`src/rtl/serial_add_ctrl.sv`:
```
// Bit-serial add/subtract controller: one full-adder cell stepped LSB first
// over WIDTH cycles with a registered carry, valid/ready on both sides.
//
// Ports:
//   clk, rst          clock, synchronous active-high reset
//   InValid/InReady   operand handshake; A, B, Cin, Sub sampled on accept
//   OutValid/OutReady result handshake; S, Cout, Ovf held while OutValid
//   Busy              high while an operation is running or awaiting pickup
module serial_add_ctrl #(
    parameter  int WIDTH = 8,
    localparam int CNTW  = $clog2(WIDTH)
) (
    input  logic             clk,
    input  logic             rst,
    input  logic             InValid,
    output logic             InReady,
    input  logic [WIDTH-1:0] A,
    input  logic [WIDTH-1:0] B,
    input  logic             Cin,
    input  logic             Sub,
    output logic             OutValid,
    input  logic             OutReady,
    output logic [WIDTH-1:0] S,
    output logic             Cout,
    output logic             Ovf,
    output logic             Busy
);

    typedef enum logic [1:0] {
        IDLE = 2'd0,
        RUN  = 2'd1,
        DONE = 2'd2
    } state_t;

    state_t state;
    state_t stateNext;

    logic [WIDTH-1:0] aSr;
    logic [WIDTH-1:0] bSr;
    logic [WIDTH-1:0] sSr;
    logic [CNTW-1:0]  cnt;
    logic             carry;
    logic             carryMsb;
    logic             coutR;
    logic             ovfR;
    // Set after the MSB has been processed; RUN then spends one more
    // cycle before presenting the result.
    logic             settle;

    logic sumBit;
    logic cellCout;
    logic lastBit;
    logic msbInBit;

    assign sumBit   = aSr[0] ^ bSr[0] ^ carry;
    assign cellCout = (aSr[0] & bSr[0]) | (carry & (aSr[0] ^ bSr[0]));
    assign lastBit  = (cnt == CNTW'(WIDTH - 1));
    assign msbInBit = (cnt == CNTW'(WIDTH - 2));

    always_comb begin
        stateNext = state;
        unique case (state)
            IDLE: if (InValid)  stateNext = RUN;
            RUN:  if (settle)   stateNext = DONE;
            DONE: if (OutReady) stateNext = IDLE;
            default:            stateNext = IDLE;
        endcase
    end

    always_ff @(posedge clk) begin
        if (rst) begin
            state    <= IDLE;
            aSr      <= '0;
            bSr      <= '0;
            sSr      <= '0;
            cnt      <= '0;
            carry    <= 1'b0;
            carryMsb <= 1'b0;
            coutR    <= 1'b0;
            ovfR     <= 1'b0;
            settle   <= 1'b0;
        end else begin
            state <= stateNext;
            case (state)
                IDLE: begin
                    if (InValid) begin
                        aSr    <= A;
                        bSr    <= Sub ? ~B : B;
                        carry  <= Sub ? 1'b1 : Cin;
                        cnt    <= '0;
                        settle <= 1'b0;
                    end
                end
                RUN: begin
                    if (!settle) begin
                        sSr   <= {sumBit, sSr[WIDTH-1:1]};
                        aSr   <= aSr >> 1;
                        bSr   <= bSr >> 1;
                        carry <= cellCout;
                        cnt   <= cnt + CNTW'(1);
                        // carry out of bit WIDTH-2 is the carry into the MSB
                        if (msbInBit) carryMsb <= cellCout;
                        if (lastBit) begin
                            coutR  <= cellCout;
                            ovfR   <= carryMsb ^ cellCout;
                            settle <= 1'b1;
                        end
                    end
                end
                default: ;
            endcase
        end
    end

    assign InReady  = (state == IDLE);
    assign OutValid = (state == DONE);
    assign Busy     = (state == RUN) || (state == DONE);
    assign S        = sSr;
    assign Cout     = coutR;
    assign Ovf      = ovfR;

endmodule

```
`config.mk`:
```
export PLATFORM = sky130hd
export DESIGN_NAME = serial_add_ctrl
export DESIGN_NICKNAME = d
export VERILOG_FILES = /design/src/rtl/serial_add_ctrl.sv
export SDC_FILE = /design/constraint.sdc
export NUM_CORES = 1
export LEC_CHECK = 0
export CAP_MARGIN = 20
export CORE_UTILIZATION = 35
export CTS_CLUSTER_DIAMETER = 80
export CTS_CLUSTER_SIZE = 28
export DETAILED_ROUTE_END_ITERATION = 8
export GPL_TIMING_DRIVEN = 0
export RECOVER_POWER = 25
export SYNTH_ARGS = -nofsm -noshare
export SYNTH_HDL_FRONTEND = slang
export SYNTH_SLANG_ARGS = --single-unit
```
`constraint.sdc`:
```
create_clock -name clk -period 2.5 [get_ports clk]
set_input_delay 0.25 -clock clk [delete_from_list [all_inputs] [get_ports clk]]
set_output_delay 0.25 -clock clk [all_outputs]
set_load 0.05 [all_outputs]
```
---- Yosys cells after proc, flatten, opt, wreduce, memory -nomap -nowiden ----
Cells that the tools add are included.
operators by class
  reductions and logical operators ........ 9
  bitwise gates (word level) .............. 8
  $add $sub $neg .......................... 1
  muxes and demuxes ....................... 22
  eq/ne operators ......................... 8
operator list
  kind                   number
  $mux W8                5
  $pmux W8 S2            2
  $reduce_and A3 Y1      4
  $not A8 Y8             1
  $eq A3 B3 Y1 const B   2
  $mux W1                6
  $mux W2                3
  $mux W3                2
  $ne A2 B2 Y1 const B   3
  $pmux W2 S3            1
  $pmux W3 S2            1
  $pmux W1 S2            2
  $reduce_and A2 Y1      2
  $add A3 B1 Y3 const B  1
  $xor A1 B1 Y1          3
  $and A1 B1 Y1          2
  $eq A2 B1 Y1 const B   1
  $eq A2 B2 Y1 const B   1
  $logic_not A2 Y1       1
  $ne A2 B1 Y1 const B   1
  $reduce_bool A2 Y1     1
  $logic_or A1 B1 Y1     1
  $not A1 Y1             1
  $or A1 B1 Y1           1
word-level totals
  output and inout bits ................... 13
  bits in registers ....................... 34

---- Logic depth before layout (Yosys ltp) ----
  depth in word-level cells ............... 5
  gate-level depth with buffers ........... 8

---- Least setup slack after synthesis ----
Ideal clock, no wire load.
  path kind ............................... reg-to-reg
  start ................................... register state[0]
  end ..................................... register bSr[7]
  cell stages (with the launch flop) ...... 7
  setup time .............................. 0.070 ns
  buffers on the path ..................... 0
  data required time ...................... 2.430 ns
  arrival ................................. 1.700 ns
  path slack .............................. 0.729 ns
  cell sequence ........................... dfxtp_1 inv_1 ha_1 nand2b_2 o211ai_2 or3_1 a21oi_1
between the ends
  cells in the longest elaborated chain, start to end .. 3
  elaborated cells between the ends (all ways) .. 7
  those cells by class .................... 3 x eq/ne; 1 x mux; 3 x reduce/logical
ends and longest elaborated chain
  item                                                                 line  RTL
  from (decl)                                                          35    state_t state;
  from (signal assigned)                                               83    state <= stateNext;
  $logic_not A2 Y1 (*)                                                 -
  named net InReady                                                    16    output logic InReady,
  $ne A2 B2 Y1 (no line) / $reduce_bool A2 Y1 (equally long branches)  -
  $reduce_and A3 Y1 (no line)                                          -
  to (signal assigned)                                                 88    bSr <= Sub ? ~B : B;
  to (signal assigned)                                                 98    bSr <= bSr >> 1;
  to (decl)                                                            39    logic [WIDTH-1:0] bSr;
The timed path passes the listed nets; every way through them passes the cells marked *.
A chain may end at the register's enable or synchronous reset.

---- Worst setup path after layout ----
  start ................................... register state[1]
  end ..................................... output InReady
between the ends
  cells in the longest elaborated chain, start to end .. 1
ends and longest elaborated chain
  item              line  RTL
  $logic_not A2 Y1  115   assign InReady = (state == IDLE);
  to (decl)         16
No other way between the ends.

==> impl_metrics.env <==
export IMPL_hp_start="rst"
export IMPL_power_density_nw_per_um2=1080
export IMPL_vias=1419
export IMPL_fin_nets=266
export IMPL_syn_mean_instance_area_um2=8.43
export IMPL_drt_total_wl_mm=3.53
export IMPL_cts_sinks=34
export IMPL_rrSetupSlack_ns=0.50
export IMPL_status="finished with violations"
export IMPL_slew_headroom_pct=64.8
export IMPL_dieWidth_um=70.7
export IMPL_grt_pass1_wl_mm=6.07
export IMPL_r2r_start="state[1]$_SDFFE_PP0P_"
export IMPL_drcViolationCount=8
export IMPL_finalCritPeriodShare_pct=87.8
export IMPL_worstSetupPathType="flop to primary output"
export IMPL_critPathArrivalTime_ns=1.95
export IMPL_netlist_area_um2=1650
export IMPL_hp_class="input port to flop"
export IMPL_drv_cap=0
export IMPL_synthToLayoutAreaGrowth_pct=28.5
export IMPL_die_area_um2=5000
export IMPL_violations="DRC"
export IMPL_yosysSeqAreaShare_pct=41.2
export IMPL_ant_nets=0
export IMPL_finalClockSkew_ns=0.00584
export IMPL_final_cell_area_um2=2120
export IMPL_end_kind="primary output"
export IMPL_cts_reportedPaths_clkPinSlew_ns=0.07
export IMPL_ctsResizeCount=0
export IMPL_clk_path_buf_depth=2
export IMPL_synth_cell_types=29
export IMPL_placementRows=24
export IMPL_avgRoutedWirePerCell_um=12.3
export IMPL_antenna_found_initial=0
export IMPL_drive_gt1_share_pct=6.78
export IMPL_cp_slowest_stage_delay_ns=0.87
export IMPL_overflow=0
export IMPL_rr_endpoint="bSr[2]$_SDFFE_PP0P_"
export IMPL_crit_path_cell_trace="inv_1 > ha_1 > clkdlybuf4s50_1"
export IMPL_startpoint_type="flop"
export IMPL_root_buffer="clkbuf_8"
export IMPL_slew_viol_final=0
export IMPL_dr_pass1_iters=6
export IMPL_cp_max_fo=7
export IMPL_grt_use_total_pct=15.4
export IMPL_cts_tree="built"
export IMPL_diodes=0
export IMPL_finalHoldViolations=0
export IMPL_start_util_pct=37.2
export IMPL_synth_cells=196
export IMPL_die_h_um=70.7
export IMPL_synth_edf_count=0
export IMPL_ys_async_sr_fraction_pct=0
export IMPL_tightest_slew_ns=0.528
export IMPL_p_leak_nw=0.807
export IMPL_r2r_cells=7
export IMPL_cts_max_level=2
export IMPL_viasPerCell=4.93
export IMPL_min_to="aSr[6]$_SDFFE_PP0P_"
export IMPL_rsz0062_at_grt="false"
export IMPL_synthesis_nets=227
export IMPL_hpwlAfterDp_mm=2.51
export IMPL_final_setup_viol_count=0
export IMPL_hold_depth=2
export IMPL_ir_drop_v=0.000460
export IMPL_layout_min_cycle_time_ns=2.20
export IMPL_portBuffers=32
export IMPL_core_um2=4440
export IMPL_clock_fmax_mhz=455
export IMPL_cp_slowest_cell="clkdlybuf4s50_1"
export IMPL_grt_pass1_vias=1308
export IMPL_grt_max_degree=11
export IMPL_ios=35
export IMPL_clkLatencyLatePin_ns=0.28
export IMPL_postCtsSetupBuffers=0
export IMPL_dr_first_iter_drc_count=35
export IMPL_hold_buffers=0
export IMPL_cts_made_buffers=5
export IMPL_place_area_um2=2040
export IMPL_ys_ff_latch=34
export IMPL_synthFlopType="dfxtp_1"
export IMPL_gp_congestion=0.702
export IMPL_yosys_warnings=0
export IMPL_finalSetupTns_ns=0
export IMPL_crit_required_ns=2.25
stage by stage:
step,power [W],instances,setup WS [ns],utilization (%),hold slack [ns]
after global routing,0.00249,288,0.207,47.8,0.393
after floorplan,0.00164,196,0.729,-,0.432
after detailed placement,0.00191,280,0.612,45.9,0.445
after global placement,0.00190,280,0.612,45.9,0.440
after CTS,0.00233,288,0.303,47.9,0.377
final,0.00230,288,0.304,47.8,0.355
metal layers:
| layer | vias to the layer above | global-route usage [%] | share of wire (%) |
|---|---|---|---|
| li1 | 733 | - | - |
| met1 | 650 | 20.3 | 50 |
| met2 | 27 | 24.4 | 45 |
| met3 | 9 | 3.85 | 3.7 |
| met4 | 0 | 6.00 | 1.6 |
| met5 | - | 0 | 0 |
state kept, by name, summed over array words and instances (netlist names):
signal,count
carry,1
Cout,1
aSr,8
state,2
S,8
carryMsb,1
cnt,3
settle,1
bSr,8
Ovf,1
cells in the mapped netlist (2+ instances only):
master,instances,share of area [%]
nand2_1,44,10
nor2_1,15,3.4
nand2b_1,4,1.5
mux2i_1,11,6.7
nand3_1,3,0.91
inv_1,4,0.91
a21oi_1,23,7.0
o21ai_0,7,2.1
buf_6,2,1.4
a22oi_1,2,0.91
clkbuf_1,5,1.1
ha_1,8,6.1
buf_2,3,0.91
a211oi_1,7,3.2
buf_4,3,1.4
xnor2_1,8,4.2
nor3_1,2,0.61
dfxtp_1,34,41
kinds of logic after synthesis:
logic type	synth area share [%]
AO/OA/AOI/OAI	15.5
XOR/XNOR	4.77
adder cells (fa/ha/maj)	7.27
buffers and inverters	5.68
flip-flops	41.2
multiplexers	6.66
AND/OR/NAND/NOR	18.9
power by group:
part | internal, W | leakage [nW] | switching (W) | total (W)
clock | 0.000222 | 0.0482 | 0.000192 | 0.000414
sequential | 0.000682 | 0.278 | 0.0000810 | 0.000763
combinational | 0.000450 | 0.481 | 0.000676 | 0.00113
total | 0.00135 | 0.807 | 0.000949 | 0.00230
critical path, delay by kind of cell, from the launching register on:
family / cells / cell delay [ns]
buf+inv: 2 / 0.99
fa+ha+maj: 1 / 0.35
flops: 1 / 0.33
cell usage in the layout, fill, tap and decap left out:
master	n
a211oi_1	7
a21oi_1	23
a22oi_1	2
and2_1	1
and2b_1	1
and3_1	1
buf_2	2
buf_4	2
buf_6	2
clkbuf_1	8
clkbuf_8	6
clkdlybuf4s50_1	32
clkinv_2	1
dfxtp_1	34
fa_1	1
ha_1	8
inv_1	4
mux2i_1	11
nand2_1	44
nand2b_1	4
nand2b_2	1
nand3_1	3
nor2_1	15
nor2b_1	1
nor3_1	2
o211a_4	1
o211ai_2	1
o21ai_0	7
o311ai_0	1
or3_1	1
xnor2_1	8
xor2_1	1
worst max path at each step:
stage	endpoint	depth (start not counted)	from	slack (ns)
2_1_floorplan	bSr[7]$_SDFFE_PP0P_	6	state[0]$_SDFFE_PP0P_	0.73
3_3_place_gp	InReady	3	state[1]$_SDFFE_PP0P_	0.61
3_5_place_dp	InReady	3	state[1]$_SDFFE_PP0P_	0.61
4_1_cts	InReady	3	state[1]$_SDFFE_PP0P_	0.30
5_1_grt	InReady	3	state[1]$_SDFFE_PP0P_	0.21
6_report	InReady	3	state[1]$_SDFFE_PP0P_	0.30
area by class of cell:
cell class                      instances  area, µm²
Buffer                                 13       73.8
Clock buffer                            7       86.3
Clock inverter                          1       5.00
Fill cell                             466       2320
Inverter                                4       15.0
Multi-Input combinational cell        145        878
Sequential cell                        34        681
Tap cell                               52       65.1
Timing Repair Buffer                   32        320
Note: power is estimated with default switching activity, not from simulation.
